`config.mk`:
```
export PLATFORM = sky130hd
export DESIGN_NAME = sram_port_arbiter_flat
export DESIGN_NICKNAME = d
export VERILOG_FILES = /design/src/rtl/sram_port_arbiter_if.sv /design/src/rtl/sram_port_arbiter.sv /design/src/flat_wrapper.sv
export SDC_FILE = /design/constraint.sdc
export NUM_CORES = 1
export LEC_CHECK = 0
export ABC_CLOCK_PERIOD_IN_PS = 4960
export BUFFER_PORTS_ARGS = -buffer_cell sky130_fd_sc_hd__buf_2
export CORE_AREA = 2 2 261 263
export CTS_CLUSTER_DIAMETER = 200
export DETAILED_ROUTE_END_ITERATION = 10
export DIE_AREA = 0 0 263 265
export GPL_ROUTABILITY_DRIVEN = 0
export REMOVE_ABC_BUFFERS = 1
export SLEW_MARGIN = 40
export SYNTH_ARGS = -nofsm -noshare
export SYNTH_HDL_FRONTEND = slang
export SYNTH_SLANG_ARGS = --single-unit
```
`constraint.sdc`:
```
create_clock -name clk -period 4.96 [get_ports clk]
set_input_delay 0.248 -clock clk [delete_from_list [all_inputs] [get_ports clk]]
set_output_delay 0.248 -clock clk [all_outputs]
set_load 0.02 [all_outputs]
```
`src/rtl/sram_port_arbiter_if.sv`:
```
// Bundle of the two requester ports, the shared SRAM-style port and the grant counters.
// The arbiter takes the slave modport; the requester/SRAM side takes the master modport.
interface sram_port_arbiter_if #(
    parameter int unsigned ADDR_W = 64,
    parameter int unsigned DATA_W = 64,
    parameter int unsigned CNT_W  = 32
);
    localparam int unsigned STRB_W = DATA_W / 8;

    logic              m0_req;
    logic [ADDR_W-1:0] m0_addr;
    logic [DATA_W-1:0] m0_wdata;
    logic [STRB_W-1:0] m0_wstrb;
    logic              m0_gnt;
    logic              m0_rvalid;
    logic [DATA_W-1:0] m0_rdata;

    logic              m1_req;
    logic [ADDR_W-1:0] m1_addr;
    logic [DATA_W-1:0] m1_wdata;
    logic [STRB_W-1:0] m1_wstrb;
    logic              m1_gnt;
    logic              m1_rvalid;
    logic [DATA_W-1:0] m1_rdata;

    logic [ADDR_W-1:0] s_addra;
    logic [DATA_W-1:0] s_dina;
    logic [DATA_W-1:0] s_douta;
    logic              s_ena;
    logic [STRB_W-1:0] s_wea;

    logic [CNT_W-1:0]  m0_gnt_cnt;
    logic [CNT_W-1:0]  m1_gnt_cnt;

    modport slave (
        input  m0_req, m0_addr, m0_wdata, m0_wstrb,
        output m0_gnt, m0_rvalid, m0_rdata,
        input  m1_req, m1_addr, m1_wdata, m1_wstrb,
        output m1_gnt, m1_rvalid, m1_rdata,
        output s_addra, s_dina, s_ena, s_wea,
        input  s_douta,
        output m0_gnt_cnt, m1_gnt_cnt
    );

    modport master (
        output m0_req, m0_addr, m0_wdata, m0_wstrb,
        input  m0_gnt, m0_rvalid, m0_rdata,
        output m1_req, m1_addr, m1_wdata, m1_wstrb,
        input  m1_gnt, m1_rvalid, m1_rdata,
        input  s_addra, s_dina, s_ena, s_wea,
        output s_douta,
        input  m0_gnt_cnt, m1_gnt_cnt
    );
endinterface

```
`src/rtl/sram_port_arbiter.sv`:
```
// Two-master round-robin arbiter in front of one single-cycle SRAM-style port.
// Grant is combinational; the response is routed back one cycle later to the accepted master.
module sram_port_arbiter #(
    parameter int unsigned ADDR_W = 64,
    parameter int unsigned DATA_W = 64,
    parameter int unsigned CNT_W  = 32
) (
    input  logic                  clk,
    input  logic                  rst_n,
    sram_port_arbiter_if.slave    bus
);
    logic             w_req0;
    logic             w_req1;
    logic             w_gnt0;
    logic             w_gnt1;
    logic             w_win;
    logic             w_any;

    logic             r_last_gnt;
    logic             r_resp_valid;
    logic             r_resp_id;
    logic             r_resp_rd;
    logic [CNT_W-1:0] r_cnt0;
    logic [CNT_W-1:0] r_cnt1;

    // Gating with rst_n keeps every request-driven output quiet while reset is held.
    assign w_req0 = rst_n & bus.m0_req;
    assign w_req1 = rst_n & bus.m1_req;
    assign w_gnt0 = w_req0 & (~w_req1 | r_last_gnt);
    assign w_gnt1 = w_req1 & (~w_req0 | ~r_last_gnt);
    assign w_any  = w_gnt0 | w_gnt1;
    assign w_win  = w_gnt1;

    assign bus.m0_gnt = w_gnt0;
    assign bus.m1_gnt = w_gnt1;

    always_comb begin
        bus.s_ena   = 1'b0;
        bus.s_addra = '0;
        bus.s_dina  = '0;
        bus.s_wea   = '0;
        if (w_gnt0) begin
            bus.s_ena   = 1'b1;
            bus.s_addra = bus.m0_addr;
            bus.s_dina  = bus.m0_wdata;
            bus.s_wea   = bus.m0_wstrb;
        end else if (w_gnt1) begin
            bus.s_ena   = 1'b1;
            bus.s_addra = bus.m1_addr;
            bus.s_dina  = bus.m1_wdata;
            bus.s_wea   = bus.m1_wstrb;
        end
    end

    always_comb begin
        bus.m0_rvalid = r_resp_valid & ~r_resp_id;
        bus.m1_rvalid = r_resp_valid & r_resp_id;
        bus.m0_rdata  = '0;
        bus.m1_rdata  = '0;
        if (bus.m0_rvalid && r_resp_rd) bus.m0_rdata = bus.s_douta;
        if (bus.m1_rvalid && r_resp_rd) bus.m1_rdata = bus.s_douta;
    end

    assign bus.m0_gnt_cnt = r_cnt0;
    assign bus.m1_gnt_cnt = r_cnt1;

    always_ff @(posedge clk or negedge rst_n) begin
        if (!rst_n) begin
            r_last_gnt   <= 1'b1;
            r_resp_valid <= 1'b0;
            r_resp_id    <= 1'b0;
            r_resp_rd    <= 1'b0;
            r_cnt0       <= '0;
            r_cnt1       <= '0;
        end else begin
            r_resp_valid <= w_any;
            if (w_any) begin
                r_last_gnt <= w_win;
                r_resp_id  <= w_win;
                r_resp_rd  <= w_gnt0 ? (bus.m0_wstrb == '0) : (bus.m1_wstrb == '0);
            end
            // Counters saturate at all-ones instead of wrapping.
            if (w_gnt0 && (r_cnt0 != '1)) r_cnt0 <= r_cnt0 + CNT_W'(1);
            if (w_gnt1 && (r_cnt1 != '1)) r_cnt1 <= r_cnt1 + CNT_W'(1);
        end
    end
endmodule

```
`src/flat_wrapper.sv`:
```
// flat-port wrapper written by rule: the top's interface ports become plain ports
module sram_port_arbiter_flat 
#(
    parameter int unsigned ADDR_W = 64,
    parameter int unsigned DATA_W = 64,
    parameter int unsigned CNT_W  = 32
)
  (clk, rst_n, bus_m0_req, bus_m0_addr, bus_m0_wdata, bus_m0_wstrb, bus_m0_gnt, bus_m0_rvalid, bus_m0_rdata, bus_m1_req, bus_m1_addr, bus_m1_wdata, bus_m1_wstrb, bus_m1_gnt, bus_m1_rvalid, bus_m1_rdata, bus_s_addra, bus_s_dina, bus_s_ena, bus_s_wea, bus_s_douta, bus_m0_gnt_cnt, bus_m1_gnt_cnt);
  sram_port_arbiter_if #(.ADDR_W(ADDR_W), .DATA_W(DATA_W), .CNT_W(CNT_W)) bus_i ();
  input  logic clk;
  input  logic rst_n;
  input wire logic [$bits(bus_i.m0_req)-1:0] bus_m0_req;
  input wire logic [$bits(bus_i.m0_addr)-1:0] bus_m0_addr;
  input wire logic [$bits(bus_i.m0_wdata)-1:0] bus_m0_wdata;
  input wire logic [$bits(bus_i.m0_wstrb)-1:0] bus_m0_wstrb;
  output wire logic [$bits(bus_i.m0_gnt)-1:0] bus_m0_gnt;
  output wire logic [$bits(bus_i.m0_rvalid)-1:0] bus_m0_rvalid;
  output wire logic [$bits(bus_i.m0_rdata)-1:0] bus_m0_rdata;
  input wire logic [$bits(bus_i.m1_req)-1:0] bus_m1_req;
  input wire logic [$bits(bus_i.m1_addr)-1:0] bus_m1_addr;
  input wire logic [$bits(bus_i.m1_wdata)-1:0] bus_m1_wdata;
  input wire logic [$bits(bus_i.m1_wstrb)-1:0] bus_m1_wstrb;
  output wire logic [$bits(bus_i.m1_gnt)-1:0] bus_m1_gnt;
  output wire logic [$bits(bus_i.m1_rvalid)-1:0] bus_m1_rvalid;
  output wire logic [$bits(bus_i.m1_rdata)-1:0] bus_m1_rdata;
  output wire logic [$bits(bus_i.s_addra)-1:0] bus_s_addra;
  output wire logic [$bits(bus_i.s_dina)-1:0] bus_s_dina;
  output wire logic [$bits(bus_i.s_ena)-1:0] bus_s_ena;
  output wire logic [$bits(bus_i.s_wea)-1:0] bus_s_wea;
  input wire logic [$bits(bus_i.s_douta)-1:0] bus_s_douta;
  output wire logic [$bits(bus_i.m0_gnt_cnt)-1:0] bus_m0_gnt_cnt;
  output wire logic [$bits(bus_i.m1_gnt_cnt)-1:0] bus_m1_gnt_cnt;
  assign bus_i.m0_req = bus_m0_req;
  assign bus_i.m0_addr = bus_m0_addr;
  assign bus_i.m0_wdata = bus_m0_wdata;
  assign bus_i.m0_wstrb = bus_m0_wstrb;
  assign bus_m0_gnt = bus_i.m0_gnt;
  assign bus_m0_rvalid = bus_i.m0_rvalid;
  assign bus_m0_rdata = bus_i.m0_rdata;
  assign bus_i.m1_req = bus_m1_req;
  assign bus_i.m1_addr = bus_m1_addr;
  assign bus_i.m1_wdata = bus_m1_wdata;
  assign bus_i.m1_wstrb = bus_m1_wstrb;
  assign bus_m1_gnt = bus_i.m1_gnt;
  assign bus_m1_rvalid = bus_i.m1_rvalid;
  assign bus_m1_rdata = bus_i.m1_rdata;
  assign bus_s_addra = bus_i.s_addra;
  assign bus_s_dina = bus_i.s_dina;
  assign bus_s_ena = bus_i.s_ena;
  assign bus_s_wea = bus_i.s_wea;
  assign bus_i.s_douta = bus_s_douta;
  assign bus_m0_gnt_cnt = bus_i.m0_gnt_cnt;
  assign bus_m1_gnt_cnt = bus_i.m1_gnt_cnt;
  sram_port_arbiter #(.ADDR_W(ADDR_W), .DATA_W(DATA_W), .CNT_W(CNT_W)) u_core (.clk(clk), .rst_n(rst_n), .bus(bus_i));
endmodule
```
== After elaboration in Yosys (flattened, before gate mapping) ==
Index checks and enable logic that the tools add are counted.

* Add/subtract/negate cells: 2
* Eq/ne operators: 2
* Mux-type cells: 11
* Bitwise logic cells: 13
* Reductions and logical operators: 6

{| class="wikitable"
|+ Operators with widths
! kind !! number
|-
| 2-to-1 mux 64 bit || 6
|-
| adder 32 x 1 -> 32 bit, second input constant || 2
|-
| != test 32 bit, second input constant || 2
|-
| zero test 8 bit || 2
|-
| 2-to-1 mux 8 bit || 2
|-
| AND 1 bit || 6
|-
| logical AND 1 bit || 4
|-
| inverter 1 bit || 4
|-
| 2-to-1 mux 1 bit || 3
|-
| OR 1 bit || 3
|}

* Flip-flop bits (word level): 68
* Output and inout bits: 333

== Logic depth before layout (Yosys ltp) ==
Gate-level depths: netlist of run 1.

* Word-level depth: 6
* Mapped depth: 7
* Gate-level depth less buffers: 6

== Worst setup path after synthesis of run 1 ==
OpenSTA, ideal clock, no wires.

* Kind: register to output
* Start point: reg u_core.r_last_gnt
* End point: out bus_s_addra[0]
* Data arrival time: 1.804 ns
* Required time: 4.712 ns
* Path slack: 2.908 ns
* Stages on the path, launching flop included: 8
* Cell sequence: dfstp_2 nor2b_1 or2_1 buf_6 inv_1 clkbuf_1 clkbuf_1 a22o_1

* Cells in the longest elaborated chain, start to end: 5
* Elaborated cells between the ends (all ways): 7
* Those cells by class: 2 x mux; 5 x bitwise

{| class="wikitable"
|+ RTL lines
! element !! line !! source
|-
| start, declared || sram_port_arbiter.sv:19 || <nowiki>logic r_last_gnt;</nowiki>
|-
| start signal, assigned || sram_port_arbiter.sv:78 || <nowiki>r_last_gnt <= w_win;</nowiki>
|-
| inverter 1 bit || sram_port_arbiter.sv:30 || <nowiki>assign w_gnt1 = w_req1 & (~w_req0 | ~r_last_gnt);</nowiki>
|-
| OR 1 bit || sram_port_arbiter.sv:30 ||
|-
| AND 1 bit || sram_port_arbiter.sv:30 ||
|-
| 2-to-1 mux 64 bit || sram_port_arbiter.sv:47 || <nowiki>end else if (w_gnt1) begin</nowiki>
|-
| 2-to-1 mux 64 bit * || sram_port_arbiter.sv:42 || <nowiki>if (w_gnt0) begin</nowiki>
|-
| end, declared || flat_wrapper.sv:26 || <nowiki>output wire logic [$bits(bus_i.s_addra)-1:0] bus_s_addra;</nowiki>
|}

Mark *: on every way between the ends. The rest lies on a longest branch, timed or not.

== Worst setup path in the final report of run 1 ==
* Start point: in rst_n
* End point: out bus_s_addra[3]

* Cells in the longest elaborated chain, start to end: 6
* Elaborated cells between the ends (all ways): 10
* Those cells by class: 2 x mux; 8 x bitwise

{| class="wikitable"
|+ RTL lines
! element !! line !! source
|-
| start, declared || flat_wrapper.sv:11 || <nowiki>input logic rst_n;</nowiki>
|-
| AND 1 bit || sram_port_arbiter.sv:27 || <nowiki>assign w_req0 = rst_n & bus.m0_req;</nowiki>
|-
| inverter 1 bit || sram_port_arbiter.sv:30 ||
|-
| OR 1 bit || sram_port_arbiter.sv:30 ||
|-
| AND 1 bit || sram_port_arbiter.sv:30 ||
|-
| 2-to-1 mux 64 bit || sram_port_arbiter.sv:47 ||
|-
| 2-to-1 mux 64 bit * || sram_port_arbiter.sv:42 ||
|}

Marks and branches as above.

==> report_table.html, run 1 <==
<table>
<tr><th>Metric</th><th>Value</th></tr>
<tr><th colspan="2">Synthesis</th></tr>
<tr><td>Cell count after synthesis</td><td>645</td></tr>
<tr><td>Dominant register cell in the synthesized netlist</td><td>sky130_fd_sc_hd__dfrtp_1</td></tr>
<tr><td>Seq/Total Area, Yosys</td><td>30.4%</td></tr>
<tr><td>Number of distinct library cell variants in the gate-level netlist after synthesis</td><td>46</td></tr>
<tr><td>Share of synthesized flip-flops with an asynchronous set or reset</td><td>100%</td></tr>
<tr><td>Number of warnings printed during yosys synthesis</td><td>0</td></tr>
<tr><td>Synthesis-stage register bit count</td><td>68</td></tr>
<tr><td>Count of flip-flops with a built-in enable after synthesis</td><td>0</td></tr>
<tr><td>Average footprint of a synthesized cell</td><td>8.70 um2</td></tr>
<tr><td>Cell area after synthesis</td><td>0.00561 mm2</td></tr>
<tr><th colspan="2">STA</th></tr>
<tr><td>Remaining max-slew budget at the tightest pin</td><td>50.8%</td></tr>
<tr><td>Actual transition at the worst max-transition pin</td><td>0.735 ns</td></tr>
<tr><td>Clock skew after layout</td><td>0.0121 ns</td></tr>
<tr><td>RSZ-0062 raised after global routing</td><td>false</td></tr>
<tr><td>Max-slew violation count</td><td>0</td></tr>
<tr><td># setup viols final</td><td>0</td></tr>
<tr><td>Crit path time final</td><td>3.54 ns</td></tr>
<tr><td>Total negative setup slack</td><td>0 ns</td></tr>
<tr><td>Final period util</td><td>71.4%</td></tr>
<tr><td>Fmax achieved</td><td>0.282 GHz</td></tr>
<tr><td>Fin. Hold Viols</td><td>0</td></tr>
<tr><th colspan="2">Floorplan</th></tr>
<tr><td>Num rows</td><td>95</td></tr>
<tr><td>Horizontal die dimension</td><td>263 um</td></tr>
<tr><td>I/O pin cnt</td><td>673</td></tr>
<tr><td>Initial Utilization</td><td>8.40%</td></tr>
<tr><td>Die area</td><td>0.0697 mm2</td></tr>
<tr><td>Area of the placeable core</td><td>0.0668 mm2</td></tr>
<tr><td>Overall die height</td><td>265 um</td></tr>
<tr><th colspan="2">GRT</th></tr>
<tr><td>Largest net degree at the start of global routing</td><td>98</td></tr>
<tr><td>Met2 track utilization from global routing</td><td>27.0%</td></tr>
<tr><td>Global routing usage on met3</td><td>10.4%</td></tr>
<tr><td>Global-route wire length before repair</td><td>89300 um</td></tr>
<tr><td>GRT Residual Overflow</td><td>0</td></tr>
<tr><td>Met1 GRT Util</td><td>28.2%</td></tr>
<tr><td>Total global routing track utilization</td><td>20.2%</td></tr>
<tr><td>Initial antenna violation count</td><td>76</td></tr>
<tr><td>Via count of the first global-routing pass</td><td>7772</td></tr>
<tr><td>Most Crowded Layer GR</td><td>met1</td></tr>
<tr><th colspan="2">Clock tree</th></tr>
<tr><td>CTS max path bufs</td><td>2</td></tr>
<tr><td># H-tree levels</td><td>3</td></tr>
<tr><td>Post-CTS Resized</td><td>0</td></tr>
<tr><td>Clock transition at the register clock pins on the worst setup and hold paths after CTS</td><td>0.05 ns</td></tr>
<tr><td>CTS tree</td><td>done</td></tr>
<tr><td>Total clock buffers created by CTS</td><td>9</td></tr>
<tr><td>Latest clock arrival within the worst-skew pair</td><td>0.36 ns</td></tr>
<tr><td># Post-CTS Setup Buffers</td><td>0</td></tr>
<tr><td>Sinks on the clock net</td><td>68</td></tr>
<tr><td>Clock Tree Root</td><td>sky130_fd_sc_hd__clkbuf_16</td></tr>
<tr><th colspan="2">Drt</th></tr>
<tr><td>Via count normalized by instance count</td><td>3.98</td></tr>
<tr><td>Wire length reported by the detailed router</td><td>73600 um</td></tr>
<tr><td>Vias post-DR</td><td>8651</td></tr>
<tr><td>Remaining DRCs</td><td>0</td></tr>
<tr><td>DR pass1 iterations</td><td>5</td></tr>
<tr><td>1st-iter DRT viols</td><td>546</td></tr>
<tr><td>Antenna violation net count after detailed routing</td><td>0</td></tr>
<tr><td>Post-DR wirelength/cell</td><td>33.9 um</td></tr>
<tr><th colspan="2">Outcome</th></tr>
<tr><td>Run status</td><td>finished, final reports clean</td></tr>
<tr><th colspan="2">Placed design</th></tr>
<tr><td>Post-DP HPWL</td><td>67100 um</td></tr>
<tr><td>Count of input and output buffers</td><td>672</td></tr>
<tr><td>Post-Place Cell Area</td><td>0.00993 mm2</td></tr>
<tr><th colspan="2">Worst setup path</th></tr>
<tr><td>Required arrival time at the worst endpoint</td><td>4.71 ns</td></tr>
<tr><td>Worst Reg2Reg Path Length in Cells</td><td>6</td></tr>
<tr><td>Kind of start point of the critical path</td><td>primary input</td></tr>
<tr><td>Most common cell on crit path</td><td>sky130_fd_sc_hd__buf_2</td></tr>
<tr><td>Class of the most critical setup path</td><td>in2out</td></tr>
<tr><td>Origin of the worst setup path</td><td>rst_n</td></tr>
<tr><td>Largest stage delay on the critical path</td><td>0.55 ns</td></tr>
<tr><td>Cells traversed along the worst timing path</td><td>dlygate4sd3_1 &gt; buf_2 &gt; nand2_1 &gt; or2_1 &gt; inv_6 &gt; buf_4 &gt; a22o_1 &gt; buf_2</td></tr>
<tr><td>CP Capture Type</td><td>output pin</td></tr>
<tr><td>CP max stage cell</td><td>sky130_fd_sc_hd__buf_2</td></tr>
<tr><td>Critical Path Sink</td><td>bus_s_addra[3]</td></tr>
<tr><td>Top fanout value on the critical path</td><td>50</td></tr>
<tr><td>Startpoint of the lowest-slack register-to-register path</td><td>u_core.bus.m1_gnt_cnt[0]$_DFFE_PN0P_</td></tr>
<tr><td>Endpoint of the worst-slack reg-to-reg timing path</td><td>u_core.bus.m1_gnt_cnt[25]$_DFFE_PN0P_</td></tr>
<tr><td>Setup slack of the most critical reg-to-reg path</td><td>2.43 ns</td></tr>
<tr><td>Data arrival, critical path</td><td>3.29 ns</td></tr>
<tr><th colspan="2">Finish</th></tr>
<tr><td>Post-layout net count</td><td>1623</td></tr>
<tr><td>Layout overhead on the synthesized area</td><td>84.1%</td></tr>
<tr><td>Fill cell instance count of the final layout</td><td>7746</td></tr>
<tr><td>Fin util</td><td>15.5%</td></tr>
<tr><td>Proportion of layout cells with a drive suffix above 1</td><td>56.1%</td></tr>
<tr><td>Post-route design area</td><td>0.0103 mm2</td></tr>
<tr><th colspan="2">Min path</th></tr>
<tr><td>Kind of path behind the tightest hold check</td><td>in2reg</td></tr>
<tr><th colspan="2">Pwr</th></tr>
<tr><td>Ratio of total power to cell area</td><td>223 mW/mm2</td></tr>
<tr><td>Leakage power</td><td>5.91 nW</td></tr>
<tr><td>Max IR drop VDD</td><td>318 uV</td></tr>
<tr><th colspan="2">Flow run</th></tr>
<tr><td>Max Cap Violations</td><td>0</td></tr>
</table>
-- cell type report --
| class | count | area [um2] | area share (%) |
|---|---|---|---|
| diodes | 13 | 32.5 | 0.315 |
| clock buffers | 11 | 253 | 2.45 |
| clock inverters | 5 | 108 | 1.04 |
| inverters | 11 | 51.3 | 0.497 |
| multi-input cells | 510 | 3640 | 35.3 |
| flip-flops and latches | 68 | 1700 | 16.5 |
| well taps | 873 | 1090 | 10.6 |
| repair buffers | 681 | 3450 | 33.4 |
-- layer usage --
metal  wire [um]  part of all wire (%)  vias to the layer above
met1       33300                    45                     4084
met4        2080                   2.8                       30
met2       27500                    37                      696
met3       10500                    14                      149
li1            -                     -                     3692
met5         196                  0.27                        -
-- worst min path at each step --
stage          startpoint                                    to  slack [ns]  cells past startpoint
6_report       bus_m1_req          u_core.r_resp_id$_DFFE_PN0P_        0.37                      4
5_1_grt        bus_m1_req         u_core.r_last_gnt$_DFFE_PN1P_        0.40                      4
4_1_cts        bus_m1_req          u_core.r_resp_id$_DFFE_PN0P_        0.35                      4
3_5_place_dp        rst_n          u_core.r_resp_id$_DFFE_PN0P_        0.33                      1
3_3_place_gp        rst_n          u_core.r_resp_id$_DFFE_PN0P_        0.34                      1
2_1_floorplan       rst_n  u_core.bus.m0_gnt_cnt[0]$_DFFE_PN0P_       -0.05                      0
-- flip-flops by register name (all words and copies together) (netlist names) --
| signal | flops |
|---|---|
| u_core.bus.m1_gnt_cnt | 32 |
| u_core.r_last_gnt | 1 |
| u_core.r_resp_rd | 1 |
| u_core.r_resp_id | 1 |
| u_core.r_resp_valid | 1 |
| u_core.bus.m0_gnt_cnt | 32 |
-- what timing repair did --
action                                 in CTS  in global routing
endpoints found under the hold margin      26                  0
setup endpoints to repair                   0                  0
hold buffers                                1                  0
-- critical path: cells and delay by family --
family / cells / cell delay, ns
and+or+nand+nor: 2 / 0.50
AOI/OAI and AO/OA: 1 / 0.29
buffers and inverters: 5 / 2.15
-- cell families (layout without fill, tap and decap cells) --
family | count (synthesis) | in the layout | synth area share, %
xor gates and xnor gates | 59 | 59 | 9.21
DFF | 68 | 68 | 30.4
AOI/OAI and AO/OA | 145 | 145 | 22.5
buffers and inverters | 67 | 708 | 4.84
other | 0 | 13 | 0
and+or+nand+nor | 301 | 301 | 32.1
adders and majority gates | 2 | 2 | 0.446
muxes | 3 | 3 | 0.580
-- synthesized netlist by cell type, types with 3 or more instances --
cell	instances	area share (%)
sky130_fd_sc_hd__and4_1	3	0.47
sky130_fd_sc_hd__a22o_1	136	21
sky130_fd_sc_hd__nor2_1	22	1.5
sky130_fd_sc_hd__and2_1	65	7.2
sky130_fd_sc_hd__and3_1	76	8.5
sky130_fd_sc_hd__nand3_1	32	2.9
sky130_fd_sc_hd__dfrtp_1	67	30
sky130_fd_sc_hd__nand4_1	24	2.7
sky130_fd_sc_hd__nand4b_1	3	0.47
sky130_fd_sc_hd__buf_1	4	0.27
sky130_fd_sc_hd__nor4_1	10	1.1
sky130_fd_sc_hd__nor3_2	9	1.6
sky130_fd_sc_hd__buf_2	10	0.89
sky130_fd_sc_hd__nor3_1	8	0.71
sky130_fd_sc_hd__inv_1	11	0.74
sky130_fd_sc_hd__xnor2_1	37	5.8
sky130_fd_sc_hd__nand2_1	33	2.2
sky130_fd_sc_hd__clkbuf_1	41	2.7
sky130_fd_sc_hd__xor2_1	22	3.4
-- cells in the final DEF (no fill, tap or decap), types with 2 or more instances in the layout --
cell                          n
sky130_fd_sc_hd__nor4_1      10
sky130_fd_sc_hd__or3_1        2
sky130_fd_sc_hd__nor2_1      22
sky130_fd_sc_hd__inv_1        9
sky130_fd_sc_hd__nand3_1     32
sky130_fd_sc_hd__clkinv_4     2
sky130_fd_sc_hd__o21ai_0      2
sky130_fd_sc_hd__clkbuf_16    9
sky130_fd_sc_hd__nor3_1       8
sky130_fd_sc_hd__nand2_1     33
sky130_fd_sc_hd__dfrtp_1     66
sky130_fd_sc_hd__nor3_2       9
sky130_fd_sc_hd__xnor2_1     37
sky130_fd_sc_hd__a31oi_1      2
sky130_fd_sc_hd__buf_4        7
sky130_fd_sc_hd__clkbuf_8     2
sky130_fd_sc_hd__inv_6        2
sky130_fd_sc_hd__nand4_1     24
sky130_fd_sc_hd__and4_1       3
sky130_fd_sc_hd__buf_2      672
sky130_fd_sc_hd__ha_1         2
sky130_fd_sc_hd__xor2_1      22
sky130_fd_sc_hd__bufinv_16    3
sky130_fd_sc_hd__a22o_1     136
sky130_fd_sc_hd__and2_1      65
sky130_fd_sc_hd__nand4b_1     3
sky130_fd_sc_hd__and3_1      75
sky130_fd_sc_hd__diode_2     13
-- stage by stage --
stage                     total power, mW  setup WS [ns]  cells  hold WS (ns)
after floorplan                      1.03           1.06    589       -0.0476
after global placement               1.52           1.90   2142         0.339
after detailed placement             1.52           1.89   2142         0.328
after CTS                            2.32           1.35   2159         0.349
after global routing                 2.38           1.14   2162         0.402
final                                2.31           1.42   2172         0.375
-- power by group --
part	internal, mW	switching (mW)	total [mW]
Sequential	0.602	0.0693	0.672
Clock	0.520	0.266	0.786
Combinational	0.294	0.554	0.848
Total	1.42	0.889	2.31
No activity file was read; power rests on OpenSTA's default activity.
==> inputs of run 2 (changes only) <==
ABC_AREA = 1   (was not set)
ABC_CLOCK_PERIOD_IN_PS = 3600   (was 4960)
CORE_AREA = 2 2 260 262   (was 2 2 261 263)
DIE_AREA = 0 0 262 264   (was 0 0 263 265)
clock period = 3.6 ns   (was 4.96 ns; I/O delays follow)
==> report_table.html, run 2 <==
<table>
<tr><th>Metric</th><th>Value</th></tr>
<tr><th colspan="2">Outcome</th></tr>
<tr><td>Run status</td><td>finished, final reports clean</td></tr>
<tr><th colspan="2">Pwr</th></tr>
<tr><td>Switching Share</td><td>42.0% (+3.4 points)</td></tr>
<tr><td>Sw Pwr</td><td>1.30 mW (+46%)</td></tr>
<tr><td>Clock group share of total power</td><td>30.0% (-4.1 points)</td></tr>
<tr><td>Max IR drop VDD</td><td>193 uV (-39%)</td></tr>
<tr><td>Comb pwr share</td><td>41.3% (+4.5 points)</td></tr>
<tr><td>Ratio of total power to cell area</td><td>273 mW/mm2 (+22%)</td></tr>
<tr><td>Internal Pwr Total</td><td>1.79 mW (+27%)</td></tr>
<tr><td>Share of total power in sequential cells</td><td>28.7% (-0.4 points)</td></tr>
<tr><td>Leakage power</td><td>6.50 nW (+10%)</td></tr>
<tr><th colspan="2">Finish</th></tr>
<tr><td>Post-layout net count</td><td>2072 (+28%)</td></tr>
<tr><td>Commonest non-fill, non-tap cell in the layout</td><td>sky130_fd_sc_hd__buf_2</td></tr>
<tr><td>Post-route design area</td><td>0.0113 mm2 (+9.5%)</td></tr>
<tr><td>Fin util</td><td>17.0% (+1.5 points)</td></tr>
<tr><td>Proportion of layout cells with a drive suffix above 1</td><td>41.5% (-15 points)</td></tr>
<tr><td>Number of cells in the finished layout apart from fillers</td><td>2630 (+21%)</td></tr>
<tr><td>Most frequent cells in the layout</td><td>671 x sky130_fd_sc_hd__buf_2, 324 x sky130_fd_sc_hd__nand2_1, 235 x sky130_fd_sc_hd__nor2_1</td></tr>
<tr><td>Layout overhead on the synthesized area</td><td>71.0%</td></tr>
<tr><th colspan="2">Synthesis</th></tr>
<tr><td>Top-area cell type share of the netlist area</td><td>25.3% (-4.6 points)</td></tr>
<tr><td>Count of flip-flops with a built-in enable after synthesis</td><td>0 (unchanged)</td></tr>
<tr><td>Average footprint of a synthesized cell</td><td>6.10 um2 (-30%)</td></tr>
<tr><td>Cell count after synthesis</td><td>1085 (+68%)</td></tr>
<tr><td>Number of distinct library cell variants in the gate-level netlist after synthesis</td><td>31 (-33%)</td></tr>
<tr><td>Dominant register cell in the synthesized netlist</td><td>sky130_fd_sc_hd__dfrtp_1</td></tr>
<tr><td>Top post-synthesis cells by count</td><td>326 x sky130_fd_sc_hd__nand2_1, 235 x sky130_fd_sc_hd__nor2_1, 138 x sky130_fd_sc_hd__inv_1</td></tr>
<tr><td>Share of synthesized flip-flops with an asynchronous set or reset</td><td>100% (unchanged)</td></tr>
<tr><td>Most frequent cell after synthesis</td><td>sky130_fd_sc_hd__nand2_1</td></tr>
<tr><td>Top area cells in the synthesized netlist</td><td>sky130_fd_sc_hd__dfrtp_1 25%, sky130_fd_sc_hd__nand2_1 18%, sky130_fd_sc_hd__a22o_1 17%, sky130_fd_sc_hd__nor2_1 13%, sky130_fd_sc_hd__inv_1 7.8%</td></tr>
<tr><td>Number of warnings printed during yosys synthesis</td><td>0 (unchanged)</td></tr>
<tr><td>Top cell type by total area after synthesis</td><td>sky130_fd_sc_hd__dfrtp_1</td></tr>
<tr><td>Synthesis-stage register bit count</td><td>68 (unchanged)</td></tr>
<tr><td>Seq/Total Area, Yosys</td><td>25.7% (-4.6 points)</td></tr>
<tr><td>Cell area after synthesis</td><td>0.00662 mm2 (+18%)</td></tr>
<tr><th colspan="2">STA</th></tr>
<tr><td>Fmax achieved</td><td>0.366 GHz</td></tr>
<tr><td># setup viols final</td><td>0 (unchanged)</td></tr>
<tr><td>Clock skew after layout</td><td>0.00605 ns (-0.00609 ns)</td></tr>
<tr><td>Fin. Hold Viols</td><td>0 (unchanged)</td></tr>
<tr><td>Actual transition at the worst max-transition pin</td><td>0.787 ns (+0.0525 ns)</td></tr>
<tr><td>Max-slew violation count</td><td>0 (unchanged)</td></tr>
<tr><td>Final period util</td><td>75.8%</td></tr>
<tr><td>Remaining max-slew budget at the tightest pin</td><td>47.5% (-3.3 points)</td></tr>
<tr><td>Crit path time final</td><td>2.73 ns</td></tr>
<tr><td>RSZ-0062 raised after global routing</td><td>false</td></tr>
<tr><td>Final WS setup</td><td>0.871 ns (-0.546 ns)</td></tr>
<tr><td>Total negative setup slack</td><td>0 ns (unchanged)</td></tr>
<tr><th colspan="2">Floorplan</th></tr>
<tr><td>I/O pin cnt</td><td>673 (unchanged)</td></tr>
<tr><td>Num rows</td><td>95 (unchanged)</td></tr>
<tr><td>Initial Utilization</td><td>9.94% (+1.5 points)</td></tr>
<tr><td>Die area</td><td>0.0692 mm2 (-0.76%)</td></tr>
<tr><td>Area of the placeable core</td><td>0.0666 mm2 (-0.36%)</td></tr>
<tr><td>Horizontal die dimension</td><td>262 um (-0.38%)</td></tr>
<tr><td>Overall die height</td><td>264 um (-0.38%)</td></tr>
<tr><th colspan="2">Drt</th></tr>
<tr><td>1st-iter DRT viols</td><td>672 (+23%)</td></tr>
<tr><td>Wire length reported by the detailed router</td><td>62600 um (-15%)</td></tr>
<tr><td>Antenna violation net count after detailed routing</td><td>0 (unchanged)</td></tr>
<tr><td>Remaining DRCs</td><td>0 (unchanged)</td></tr>
<tr><td>Via count normalized by instance count</td><td>3.83 (-3.9%)</td></tr>
<tr><td>DR pass1 iterations</td><td>6 (+1)</td></tr>
<tr><td>Post-DR wirelength/cell</td><td>23.8 um (-30%)</td></tr>
<tr><td>Vias post-DR</td><td>10100 (+16%)</td></tr>
<tr><th colspan="2">Worst setup path</th></tr>
<tr><td>Origin of the worst setup path</td><td>u_core.bus.m0_gnt_cnt[1]$_DFFE_PN0P_</td></tr>
<tr><td>Required arrival time at the worst endpoint</td><td>3.84 ns (-0.87 ns)</td></tr>
<tr><td>Kind of start point of the critical path</td><td>flop</td></tr>
<tr><td>CP Capture Type</td><td>flop</td></tr>
<tr><td>Class of the most critical setup path</td><td>reg2reg</td></tr>
<tr><td>Top fanout value on the critical path</td><td>23 (-54%)</td></tr>
<tr><td>Data arrival, critical path</td><td>2.97 ns (-0.32 ns)</td></tr>
<tr><td>Startpoint of the lowest-slack register-to-register path</td><td>u_core.bus.m0_gnt_cnt[1]$_DFFE_PN0P_</td></tr>
<tr><th colspan="2">Placed design</th></tr>
<tr><td>Post-DP HPWL</td><td>55000 um (-18%)</td></tr>
<tr><td>Setup WS pre-CTS</td><td>0.858 ns (-1.03 ns)</td></tr>
<tr><td>Number of placed cells counting well taps</td><td>2592 (+21%)</td></tr>
<tr><td>Post-Place Cell Area</td><td>0.0110 mm2 (+10%)</td></tr>
<tr><td>Count of input and output buffers</td><td>672 (unchanged)</td></tr>
<tr><th colspan="2">Min path</th></tr>
<tr><td>Kind of path behind the tightest hold check</td><td>in2async</td></tr>
<tr><th colspan="2">Clock tree</th></tr>
<tr><td>Sinks on the clock net</td><td>68 (unchanged)</td></tr>
<tr><td>CTS Hold Bufs</td><td>0 (-1)</td></tr>
<tr><td>Post-CTS Resized</td><td>0 (unchanged)</td></tr>
<tr><td>Total clock buffers created by CTS</td><td>9 (unchanged)</td></tr>
<tr><td># H-tree levels</td><td>3 (unchanged)</td></tr>
<tr><td># Post-CTS Setup Buffers</td><td>0 (unchanged)</td></tr>
<tr><td>CTS max path bufs</td><td>2 (unchanged)</td></tr>
<tr><td>Latest clock arrival within the worst-skew pair</td><td>0.35 ns (about the same)</td></tr>
<tr><td>Clock Tree Root</td><td>sky130_fd_sc_hd__clkbuf_16</td></tr>
<tr><td>Clock transition at the register clock pins on the worst setup and hold paths after CTS</td><td>0.06 ns (about the same)</td></tr>
<tr><td>CTS tree</td><td>done</td></tr>
<tr><th colspan="2">GRT</th></tr>
<tr><td>GRT Residual Overflow</td><td>0 (unchanged)</td></tr>
<tr><td>Global-route wire length before repair</td><td>78700 um (-12%)</td></tr>
<tr><td>Initial antenna violation count</td><td>88 (+16%)</td></tr>
<tr><td>Via count of the first global-routing pass</td><td>8965 (+15%)</td></tr>
<tr><td>Largest net degree at the start of global routing</td><td>68 (-31%)</td></tr>
<tr><td>Total global routing track utilization</td><td>17.2% (-3.0 points)</td></tr>
<tr><th colspan="2">Flow run</th></tr>
<tr><td>Max Cap Violations</td><td>0 (unchanged)</td></tr>
</table>
## run 2: cell count changes after synthesis, moves of 22 or more
| cell | delta |
|---|---|
| sky130_fd_sc_hd__xnor2_1 | -27 |
| sky130_fd_sc_hd__and2_1 | -62 |
| sky130_fd_sc_hd__inv_1 | +127 |
| sky130_fd_sc_hd__and3_1 | -76 |
| sky130_fd_sc_hd__nand2_1 | +293 |
| sky130_fd_sc_hd__clkbuf_1 | -22 |
| sky130_fd_sc_hd__nor2_1 | +213 |
## run 2: final cells by class
type	instances	area [um2]
fill	7797	55200
multi-input combinational	826	4140
timing repair buffer	685	3500
sequential	68	1700
tap	873	1090
inverter	140	528
clock buffer	9	225
clock inverter	7	67.6
antenna	22	55.1
## run 2: path summary, 6_finish.rpt
check	endpoint	slack [ns]	cells past startpoint
worst max-delay path	u_core.bus.m0_gnt_cnt[7]$_DFFE_PN0P_	0.87	10
worst min-delay path	u_core.r_resp_id$_DFFE_PN0P_	0.005	2
worst max register to register	u_core.bus.m0_gnt_cnt[7]$_DFFE_PN0P_	0.87	10
worst min register to register	u_core.bus.m0_gnt_cnt[30]$_DFFE_PN0P_	0.53	2
max in group asynchronous	u_core.bus.m1_gnt_cnt[6]$_DFFE_PN0P_	3.23	2
min in group clk	u_core.r_resp_rd$_DFFE_PN0P_	0.13	4
## run 2: worst max-delay path, stage by stage (launching register included)
cell,delay (ns)
sky130_fd_sc_hd__dfrtp_1,0.42
sky130_fd_sc_hd__ha_1,0.25
sky130_fd_sc_hd__inv_1,0.10
sky130_fd_sc_hd__nor2_4,0.21
sky130_fd_sc_hd__nand2_2,0.11
sky130_fd_sc_hd__nor2_1,0.11
sky130_fd_sc_hd__nand2_1,0.45
sky130_fd_sc_hd__nand2_2,0.55
sky130_fd_sc_hd__inv_2,0.24
sky130_fd_sc_hd__nand2_1,0.12
sky130_fd_sc_hd__nand2_1,0.06
## run 2: cell families (layout without fill, tap and decap cells)
| kind of cell | Yosys count | count (layout) | share of synthesized area (%) |
|---|---|---|---|
| AO/OA/AOI/OAI | 151 | 151 | 18.9 |
| buffers and inverters | 191 | 841 | 11.9 |
| flip-flops | 68 | 68 | 25.7 |
| adder cells (fa/ha/maj) | 2 | 2 | 0.378 |
| other | 0 | 22 | 0 |
| AND/OR/NAND/NOR | 655 | 655 | 40.8 |
| XOR/XNOR | 18 | 18 | 2.38 |
## run 2: stage by stage
| stage | power [mW] | hold WS (ns) |
|---|---|---|
| 2_1_floorplan | 1.52 | -0.116 |
| 3_3_place_gp | 2.18 | 0.435 |
| 3_5_place_dp | 2.19 | 0.434 |
| 4_1_cts | 3.14 | 0.0515 |
| 5_1_grt | 3.27 | 0.0613 |
| 6_report | 3.09 | 0.00492 |
## run 2: per-layer routing
layer / part of all wire (%) / GRT usage (%) / vias up
li1: - / - / 4812
met1: 31 / 15.4 / 4453
met2: 44 / 26.7 / 546
met3: 21 / 16.3 / 183
met4: 3.1 / 6.73 / 72
met5: 0.74 / 0 / -
## run 2: power by group through the flow
stage | Sequential (mW) | Combinational (mW) | Clock [mW]
floorplan | 0.931 | 0.592 | 0
global placement | 0.894 | 1.29 | 0
detailed placement | 0.900 | 1.29 | 0
CTS | 0.886 | 1.30 | 0.961
global route | 0.898 | 1.39 | 0.984
finish | 0.886 | 1.28 | 0.926
